==> src/rtl/dmem_arbiter.sv <==
// Arbiter sharing one single-port synchronous data memory between the processor
// and a game/peripheral port, with a bounded processor burst under contention.
module dmem_arbiter #(
    parameter int ADDR_W  = 12,
    parameter int P_BURST = 4
) (
    input  logic              clock,
    input  logic              reset,
    input  logic              p_req,
    input  logic              p_wren,
    input  logic [ADDR_W-1:0] p_addr,
    input  logic [31:0]       p_wdata,
    output logic              p_stall,
    output logic              p_rvalid,
    output logic [31:0]       p_rdata,
    input  logic              g_req,
    input  logic              g_wren,
    input  logic [ADDR_W-1:0] g_addr,
    input  logic [31:0]       g_wdata,
    output logic              g_gnt,
    output logic              g_rvalid,
    output logic [31:0]       g_rdata,
    output logic [ADDR_W-1:0] mem_addr,
    output logic [31:0]       mem_data,
    output logic              mem_wren,
    input  logic [31:0]       mem_q
);

    typedef enum logic [1:0] {
        RSEL_NONE = 2'd0,
        RSEL_P    = 2'd1,
        RSEL_G    = 2'd2
    } rsel_e;

    localparam logic [3:0] BURST_MAX = 4'(P_BURST);

    logic [3:0]  burst_cnt_q, burst_cnt_d;
    rsel_e       rsel_q, rsel_d;
    logic [31:0] p_rdata_q, p_rdata_d;
    logic [31:0] g_rdata_q, g_rdata_d;
    logic        p_win, g_win, contested;

    // Grant decision and memory port mux; reset is active-low, so a high
    // level means normal operation and a low level forces everything idle.
    always_comb begin
        // NOTE: every always_comb output gets a default first so no path can leave it unassigned and infer a latch.
        p_win     = 1'b0;
        g_win     = 1'b0;
        contested = p_req && g_req;
        if (reset) begin
            if (contested) begin
                p_win = (burst_cnt_q < BURST_MAX);
                g_win = !p_win;
            end else begin
                p_win = p_req;
                g_win = g_req;
            end
        end

        p_stall  = reset && p_req && !p_win;
        g_gnt    = g_win;
        mem_wren = 1'b0;
        mem_addr = '0;
        mem_data = '0;
        if (p_win) begin
            mem_wren = p_wren;
            mem_addr = p_addr;
            mem_data = p_wdata;
        end else if (g_win) begin
            mem_wren = g_wren;
            mem_addr = g_addr;
            mem_data = g_wdata;
        end
    end

    always_comb begin
        burst_cnt_d = burst_cnt_q;
        if (g_win) begin
            burst_cnt_d = '0;
        end else if (contested && p_win && (burst_cnt_q < BURST_MAX)) begin
            burst_cnt_d = burst_cnt_q + 4'd1;
        end

        rsel_d = RSEL_NONE;
        if (p_win && !p_wren) begin
            rsel_d = RSEL_P;
        end else if (g_win && !g_wren) begin
            rsel_d = RSEL_G;
        end
    end

    // Read data passes straight from the RAM in the delivery cycle and is held
    // in a capture register afterwards, keeping grant-to-rvalid latency at one.
    always_comb begin
        p_rvalid  = (rsel_q == RSEL_P);
        g_rvalid  = (rsel_q == RSEL_G);
        p_rdata   = p_rvalid ? mem_q : p_rdata_q;
        g_rdata   = g_rvalid ? mem_q : g_rdata_q;
        p_rdata_d = p_rdata;
        g_rdata_d = g_rdata;
    end

    always_ff @(posedge clock or negedge reset) begin
        if (!reset) begin
            burst_cnt_q <= '0;
            rsel_q      <= RSEL_NONE;
            p_rdata_q   <= '0;
            g_rdata_q   <= '0;
        end else begin
            // NOTE: sequential state uses non-blocking assignments so every flop samples pre-edge values.
            burst_cnt_q <= burst_cnt_d;
            rsel_q      <= rsel_d;
            p_rdata_q   <= p_rdata_d;
            g_rdata_q   <= g_rdata_d;
        end
    end

endmodule
==> config.mk <==
export PLATFORM = sky130hd
export DESIGN_NAME = dmem_arbiter
export DESIGN_NICKNAME = d
export VERILOG_FILES = /design/src/rtl/dmem_arbiter.sv
export SDC_FILE = /design/constraint.sdc
export NUM_CORES = 1
export LEC_CHECK = 0
export BUFFER_PORTS_ARGS = -buffer_cell sky130_fd_sc_hd__buf_2
export CORE_AREA = 3 3 92 94
export CTS_CLUSTER_SIZE = 28
export DETAILED_ROUTE_END_ITERATION = 8
export DIE_AREA = 0 0 95 97
export PLACE_DENSITY = 0.8
export SETUP_SLACK_MARGIN = 0.3
export SYNTH_ARGS = -nofsm -noshare
export SYNTH_HDL_FRONTEND = slang
export SYNTH_SLANG_ARGS = --single-unit
export TNS_END_PERCENT = 100
==> constraint.sdc <==
create_clock -name clock -period 4.59 [get_ports clock]
set_input_delay 0.459 -clock clock [delete_from_list [all_inputs] [get_ports clock]]
set_output_delay 0.459 -clock clock [all_outputs]
set_load 0.1 [all_outputs]
# ---- After elaboration in Yosys (flattened, before gate mapping)
# Index checks and enable logic that the tools add are counted.
dict set report op_classes {
  eq_ne 2
  order_cmp 1
  add_sub_neg 1
  n_reduce_logical 12
  mux 16
}
# op count
set ops {}
lappend ops {{32-bit 2-to-1 mux} 4}
lappend ops {{12-bit 2-to-1 mux} 2}
lappend ops {{4-bit 2-to-1 mux} 2}
lappend ops {{1-bit logical AND} 7}
lappend ops {{1-bit 2-to-1 mux} 6}
lappend ops {{4-bit by 1-bit adder with 4-bit output, second input constant} 1}
lappend ops {{1-bit zero test} 4}
lappend ops {{4-bit by 3-bit less-than comparator with 1-bit output, second input constant} 1}
lappend ops {{2-bit 2-to-1 mux} 2}
lappend ops {{2-bit by 1-bit == test with 1-bit output, second input constant} 1}
lappend ops {{2-bit == test, second input constant} 1}
lappend ops {{2-bit nonzero test} 1}
dict set report word_totals {
  output_inout_bits 113
  wordCells 36
  input_bits 126
  regBits 70
}

# ---- Depth between registers and ports, before layout
# Gate-level depths: netlist of the first run.
dict set report depth {
  depth_word 7
  depth_mapped 5
  ltp_nobuf 3
}

# ---- Worst setup path before layout of the first run
# No wires, ideal clock.
dict set report synth_timing {
  kind {input-to-output}
  startpoint {input p_req}
  endpoint {output mem_addr[0]}
  n_path_buf 1
  slack_ps 1967
  required_time_ps 4131
  path_stages 4
  arrival_ps 2164
  path_cell_list {or3b_4 > nor2b_4 > buf_2 > a22o_1}
}
dict set report synth_via {
  elab_chain_cells 5
  word_cells_on_any_way 7
  cone_classes {mux: 6; reduce/logical: 1}
}
# element line_no
set synth_lines {}
lappend synth_lines {{from (decl)} 9} ;# input logic p_req,
lappend synth_lines {{1-bit logical AND} 49} ;# contested = p_req && g_req;
lappend synth_lines {{1-bit 2-to-1 mux} 51} ;# if (contested) begin
lappend synth_lines {{1-bit 2-to-1 mux} 50} ;# if (reset) begin
lappend synth_lines {{named net g_gnt} 20} ;# output logic g_gnt,
lappend synth_lines {{12-bit 2-to-1 mux} 69} ;# end else if (g_win) begin
lappend synth_lines {{12-bit 2-to-1 mux} 65} ;# if (p_win) begin
lappend synth_lines {{to (decl)} 23} ;# output logic [ADDR_W-1:0] mem_addr,
# The timed path passes the listed nets, and every way through them passes these cells.

# ---- Final worst setup path of the first run
dict set report layout_timing {
  startpoint {input reset}
  endpoint {output mem_data[27]}
}
dict set report layout_via {
  elab_chain_cells 3
  word_cells_on_any_way 4
  cone_classes {mux: 4}
}
# element line_no
set layout_lines {}
lappend layout_lines {{from (decl)} 8} ;# input logic reset,
lappend layout_lines {{1-bit 2-to-1 mux} 50}
lappend layout_lines {{32-bit 2-to-1 mux} 69}
lappend layout_lines {{32-bit 2-to-1 mux *} 65}
lappend layout_lines {{to (decl)} 24} ;# output logic [31:0] mem_data,
# Mark *: on every way between the ends. The rest lies on a longest branch, timed or not.

==> impl_metrics.toml, run 1 <==
[timing]
setup_tns_ps = 0
fmax_ghz = 0.284
period_minus_slack_ps = 3520
worst_pin_slew_ps = 999
rsz0062_at_grt = "no"
finalMaxSlewViolations = 0
hold_viol = 0
holdWs_ps = 313
relSlewSlack_pct = 33.3
final.period_utilization_pct = 76.8
clock_skew_ps = 15.8
setup_viol = 0

[job]
cap_violations = 0

[synth]
synth_commonest_cells = "70 x dfrtp_1, 58 x mux2_1, 45 x a22o_1"
yosys.area_share.adder_pct = 0.401
ys_ff_latch = 70
synth_most_common_cell = "dfrtp_1"
synth_fp_nets = 345
synth_xor_area_share_pct = 0
synth.distinct_cells = 22
synth_ff_type = "dfrtp_1"
synth_compound_area_share_pct = 13.7
yosys.area.top_type = "dfrtp_1"
synth_top_family_by_area = "multiplexers"
synth-simple-area-share_pct = 2.85
syn_inst = 218
netlist_area_sq_um = 3120
synthTopCellsByArea = "dfrtp_1 56%, mux2_1 21%, a22o_1 13%"
yosys-mux-area-fraction_pct = 23.1
synth_edf_count = 0
yosysSeqAreaShare_pct = 56.2
avgSynthCellArea_sq_um = 14.3
synth_top_area_share_pct = 56.2
synthArstFlopShare_pct = 100
ys.warnings.count = 0

[placement]
numPortBuffers = 238
placed_cells = 542
gp_congestion = 0.783
hpwlAfterDp_microns = 8380

[floorplan]
core_area_sq_um = 7730
die-area_sq_um = 9220
io_pins = 239
num_rows = 32
die_y_microns = 97
die_w_microns = 95
initial_core_util_pct = 40.3

[final_layout]
layout-drive-gt1-share_pct = 58.2
area_growth_pct = 48.0
stdcell_count = 560
post-route-util_pct = 59.7
fin_nets = 579

[clocking]
clock-sinks = 70
root_buffer = "clkbuf_8"
cts.repair.resized = 0
clk_pin_slew_ps = 70
cts_buffer_depth = 2
numCtsBuffers = 9
insertion_delay_ps = 340
cts_tree = "built"
cts_max_level = 3
post_cts_buffers = 0

[critical_path]
crit_path_end = "mem_data[27]"
crit_type = "primary input to primary output"
crit_start = "reset"
rr_worst_depth = 3
crit-reg2reg-capture = "p_rdata_q[2]$_DFF_PN0_"
setup.worst_path.start_class = "primary input"
worst_setup_path_end_kind = "primary output"
cp.arrival_ps = 3060
regToRegSetupSlack_ps = 2790
cp_max_fo = 47
worstPathRequired_ps = 4130
reg2reg_from = "rsel_q[0]$_DFF_PN0_"

[route]
dr.pass1.iters = 4
num_vias = 2796
first_iter_violations = 82
viasPerCell = 4.99
drc = 0
wl_per_cell_microns = 18.7
drt_wl_total_microns = 10500
ant_nets = 0

[pwr]
ir_drop_mv = 0.249
cellPowerDensity_nw_per_um2 = 637
power_leakage_nw = 2.48

[grt]
grt_max_degree = 64
grt_usage_pct = 22.3
grt_pass1_wl_microns = 15300
grt_pass1_vias = 2845
grt-ovfl-total = 0
antenna_found_initial = 7

[status]
status = "finished clean"

[min_path]
hold_path.class = "primary input to flop"
[metrics by stage]
step	cell area (sq um)	power [mW]	worst slack [ps]
3_5_place_dp	4350	2.34	1610
6_report	4610	2.94	1070
3_3_place_gp	4350	2.32	1700
5_1_grt	4610	3.04	884
4_1_cts	4610	2.96	1030
2_1_floorplan	3120	2.10	1970
[critical path, cell delays in order]
cell           delay, ps
dlygate4sd3_1        540
buf_2                270
nand2_1              240
nor2b_4              830
a22o_1               280
buf_2                440
[cells by family after synthesis]
family          count (synthesis)
flops                          70
mux                            64
compound gates                 50
buf+inv                        19
simple gates                   14
fa+ha+maj                       1
[cell usage in the layout, fill, tap and decap left out]
cell	netlist	final
or3b_4	1	1
nand2_1	3	3
o21ai_1	1	1
ha_1	1	1
and2_1	1	1
buf_2	12	238
diode_2	0	1
buf_4	0	2
mux2_2	6	6
clkbuf_8	0	10
nand2b_1	1	1
a22o_1	45	45
o21ai_0	2	2
nor3_1	1	1
dlygate4sd3_1	0	1
dfrtp_1	70	70
mux2_1	58	58
clkinv_4	0	2
and3_2	0	1
a21o_1	1	1
nor2b_1	3	2
inv_6	0	1
o2111a_1	1	1
nand3_1	2	2
inv_1	1	1
bufinv_16	0	3
nor2b_4	1	2
[flip-flops by register name, indices dropped and copies added, names as in the netlist]
| register | cells |
|---|---|
| g_rdata_q | 32 |
| rsel_q | 2 |
| burst_cnt_q | 4 |
| p_rdata_q | 32 |
[cell type report]
| cell class | count | area, sq um |
|---|---|---|
| diodes | 1 | 2.50 |
| clock buffers | 10 | 138 |
| clock inverters | 6 | 116 |
| fillers | 679 | 3110 |
| inverters | 1 | 3.75 |
| multi-input cells | 129 | 1260 |
| flip-flops and latches | 70 | 1750 |
| well taps | 102 | 128 |
| repair buffers | 241 | 1220 |
[how the worst min path moves through the flow]
stage,from,endpoint,slack [ps],depth (start not counted)
final,p_wren,rsel_q[0]$_DFF_PN0_,310,2
after global routing,p_wren,rsel_q[0]$_DFF_PN0_,300,2
after CTS,p_wren,rsel_q[0]$_DFF_PN0_,300,2
after detailed placement,reset,p_rdata_q[0]$_DFF_PN0_,340,1
after global placement,reset,p_rdata_q[0]$_DFF_PN0_,330,1
after floorplan,reset,burst_cnt_q[0]$_DFFE_PN0P_,160,0
[report_power, final]
part	switching, mW	total (mW)	internal, mW
Clock	0.235	0.614	0.380
Sequential	0.0315	0.774	0.743
Combinational	1.32	1.55	0.233
Total	1.58	2.94	1.36
[repair_timing]
| item | 4_1_cts | 5_1_grt |
|---|---|---|
| setup endpoints to repair | 0 | 0 |
| hold buffers | 1 | 0 |
| hold endpoints to repair | 7 | 0 |
[layer usage]
layer	track usage [%]	vias up	wire, microns
li1	-	1283	-
met1	22.7	1339	3720
met2	39.8	141	5380
met3	10.5	21	1140
met4	6.66	12	148
met5	0	-	86
Power figures use the tool's default switching activity.
==> inputs of run 2 (changes only) <==
--- a/config.mk
+++ b/config.mk
@@ -6,11 +6,12 @@
 export NUM_CORES = 1
 export LEC_CHECK = 0
 export BUFFER_PORTS_ARGS = -buffer_cell sky130_fd_sc_hd__buf_2
-export CORE_AREA = 3 3 92 94
+export CORE_ASPECT_RATIO = 2
+export CORE_MARGIN = 3
+export CORE_UTILIZATION = 40
 export CTS_CLUSTER_SIZE = 28
 export DETAILED_ROUTE_END_ITERATION = 8
-export DIE_AREA = 0 0 95 97
-export PLACE_DENSITY = 0.8
+export PLACE_DENSITY = 0.81
 export SETUP_SLACK_MARGIN = 0.3
 export SYNTH_ARGS = -nofsm -noshare
 export SYNTH_HDL_FRONTEND = slang
==> constraint.sdc (replaced) <==
create_clock -name clock -period 3.62 [get_ports clock]
set_input_delay 0.362 -clock clock [delete_from_list [all_inputs] [get_ports clock]]
set_output_delay 0.362 -clock clock [all_outputs]
set_load 0.1 [all_outputs]
==> run 2 against run 1 <==
Effect of this change:
- register-to-register slack got worse by 970 ps
- clock skew fell by 11 ps
- critical path depth fell by 3
- critical path type is now flop to primary output
- critical endpoint is now g_rdata[1]
==> impl_metrics.toml, run 2 (synthesized netlist as in run 1, its figures left out) <==
[status]
status = "finished clean"

[timing]
hold_viol = 0
period_minus_slack_ps = 2690
setup_viol = 0
setup_ws_ps = 930
final.period_utilization_pct = 74.3
relSlewSlack_pct = 32.0
rsz0062_at_grt = "no"
worst_pin_slew_ps = 1020
clock_skew_ps = 5.11
fmax_ghz = 0.372
setup_tns_ps = 0
finalMaxSlewViolations = 0

[placement]
hpwlAfterDp_microns = 9270
place_ws_ps = 1070
gp_congestion = 0.802
placed_cells = 535
numPortBuffers = 238

[clocking]
post_cts_buffers = 0
cts_tree = "built"
holdBufCountCts = 0
cts_max_level = 3
root_buffer = "clkbuf_16"
cts_buffer_depth = 2
insertion_delay_ps = 330
numCtsBuffers = 9
cts.repair.resized = 0
clock-sinks = 70
clk_pin_slew_ps = 50

[grt]
grt_pass1_vias = 2938
grt_max_degree = 53
grt_usage_pct = 25.2
grt_pass1_wl_microns = 15900
grt-ovfl-total = 0
antenna_found_initial = 13

[critical_path]
worstPathRequired_ps = 3260
reg2reg_from = "rsel_q[0]$_DFF_PN0_"
regToRegSetupSlack_ps = 1820
setup.worst_path.start_class = "flop"
crit_type = "flop to primary output"
crit-reg2reg-capture = "g_rdata_q[1]$_DFF_PN0_"
worst_setup_path_end_kind = "primary output"
rr_worst_depth = 2
cp.arrival_ps = 2330
cp_max_fo = 33

[route]
drc = 0
num_vias = 2915
dr.pass1.iters = 4
viasPerCell = 5.23
ant_nets = 0
first_iter_violations = 125
drt_wl_total_microns = 11200
wl_per_cell_microns = 20.1

[pwr]
fin_total_pwr_mw = 4.09
cellPowerDensity_nw_per_um2 = 759
power_leakage_nw = 2.68
ir_drop_mv = 0.589

[min_path]
hold_path.class = "primary input to async pin"

[final_layout]
area_growth_pct = 72.8
fin_nets = 579
final_cell_mix = "193 x buf_2, 70 x dfrtp_1, 58 x mux2_1, 45 x a22o_1, 45 x buf_12"
final_common_cell = "buf_2"
top_regs = "g_rdata_q: 32 flops, p_rdata_q: 32 flops, burst_cnt_q: 4 flops"
layout-drive-gt1-share_pct = 58.2
stdcell_count = 557
fillers = 561
post-route-util_pct = 70.9

[floorplan]
io_pins = 239
die_w_microns = 68.4
core_area_sq_um = 7600
num_rows = 45
die_y_microns = 131
initial_core_util_pct = 41.0
die-area_sq_um = 8950

[job]
cap_violations = 0
## run 2: cell types whose count changed in the layout (fill, tap and decap cells not counted), moves of 5 or more
cell	change
buf_12	+45
buf_2	-45
clkbuf_16	+9
clkbuf_8	-9
diode_2	+5
## run 2: metal layers
metal | up-vias | wire length (microns) | GRT usage, %
met3 | 24 | 1180 | 14.1
li1 | 1299 | - | -
met1 | 1397 | 3920 | 25.6
met2 | 181 | 5840 | 42.9
met5 | - | 124 | 0
met4 | 14 | 154 | 7.39
## run 2: power by group
part | switching, mW | internal [mW]
Sequential | 0.0439 | 0.944
Clock | 0.318 | 0.693
Combinational | 1.70 | 0.390
## run 2: layout make-up
type	instances	area [sq um]	share of cell area (%)
Clock buffer	11	243	4.51
Inverter	1	3.75	0.0697
Timing Repair Buffer	241	1890	35.1
Multi-Input combinational cell	129	1260	23.4
Antenna cell	6	15.0	0.279
Tap cell	94	118	2.18
Clock inverter	5	106	1.97
Sequential cell	70	1750	32.5
## run 2: critical path, stage by stage, from the launching register on
cell     delay, ps
dfrtp_1        410
nor2b_4        800
mux2_2         350
buf_2          430
## run 2: worst max path at each step
stage | start | endpoint | slack (ps) | cells past startpoint
finish | rsel_q[0]$_DFF_PN0_ | g_rdata[1] | 930 | 3
detailed placement | reset | g_gnt | 1070 | 5
global placement | reset | g_gnt | 1130 | 5
floorplan | p_req | mem_addr[0] | 1190 | 4
global route | rsel_q[0]$_DFF_PN0_ | g_rdata[1] | 800 | 3
CTS | rsel_q[0]$_DFF_PN0_ | g_rdata[1] | 890 | 3
## run 2: stage by stage
| stage | area [sq um] | hold WS [ps] |
|---|---|---|
| after floorplan | 3120 | 66.4 |
| after global placement | 5020 | 355 |
| after detailed placement | 5020 | 365 |
| after CTS | 5370 | 14.1 |
| after global routing | 5380 | 33.1 |
| final | 5390 | 5.38 |
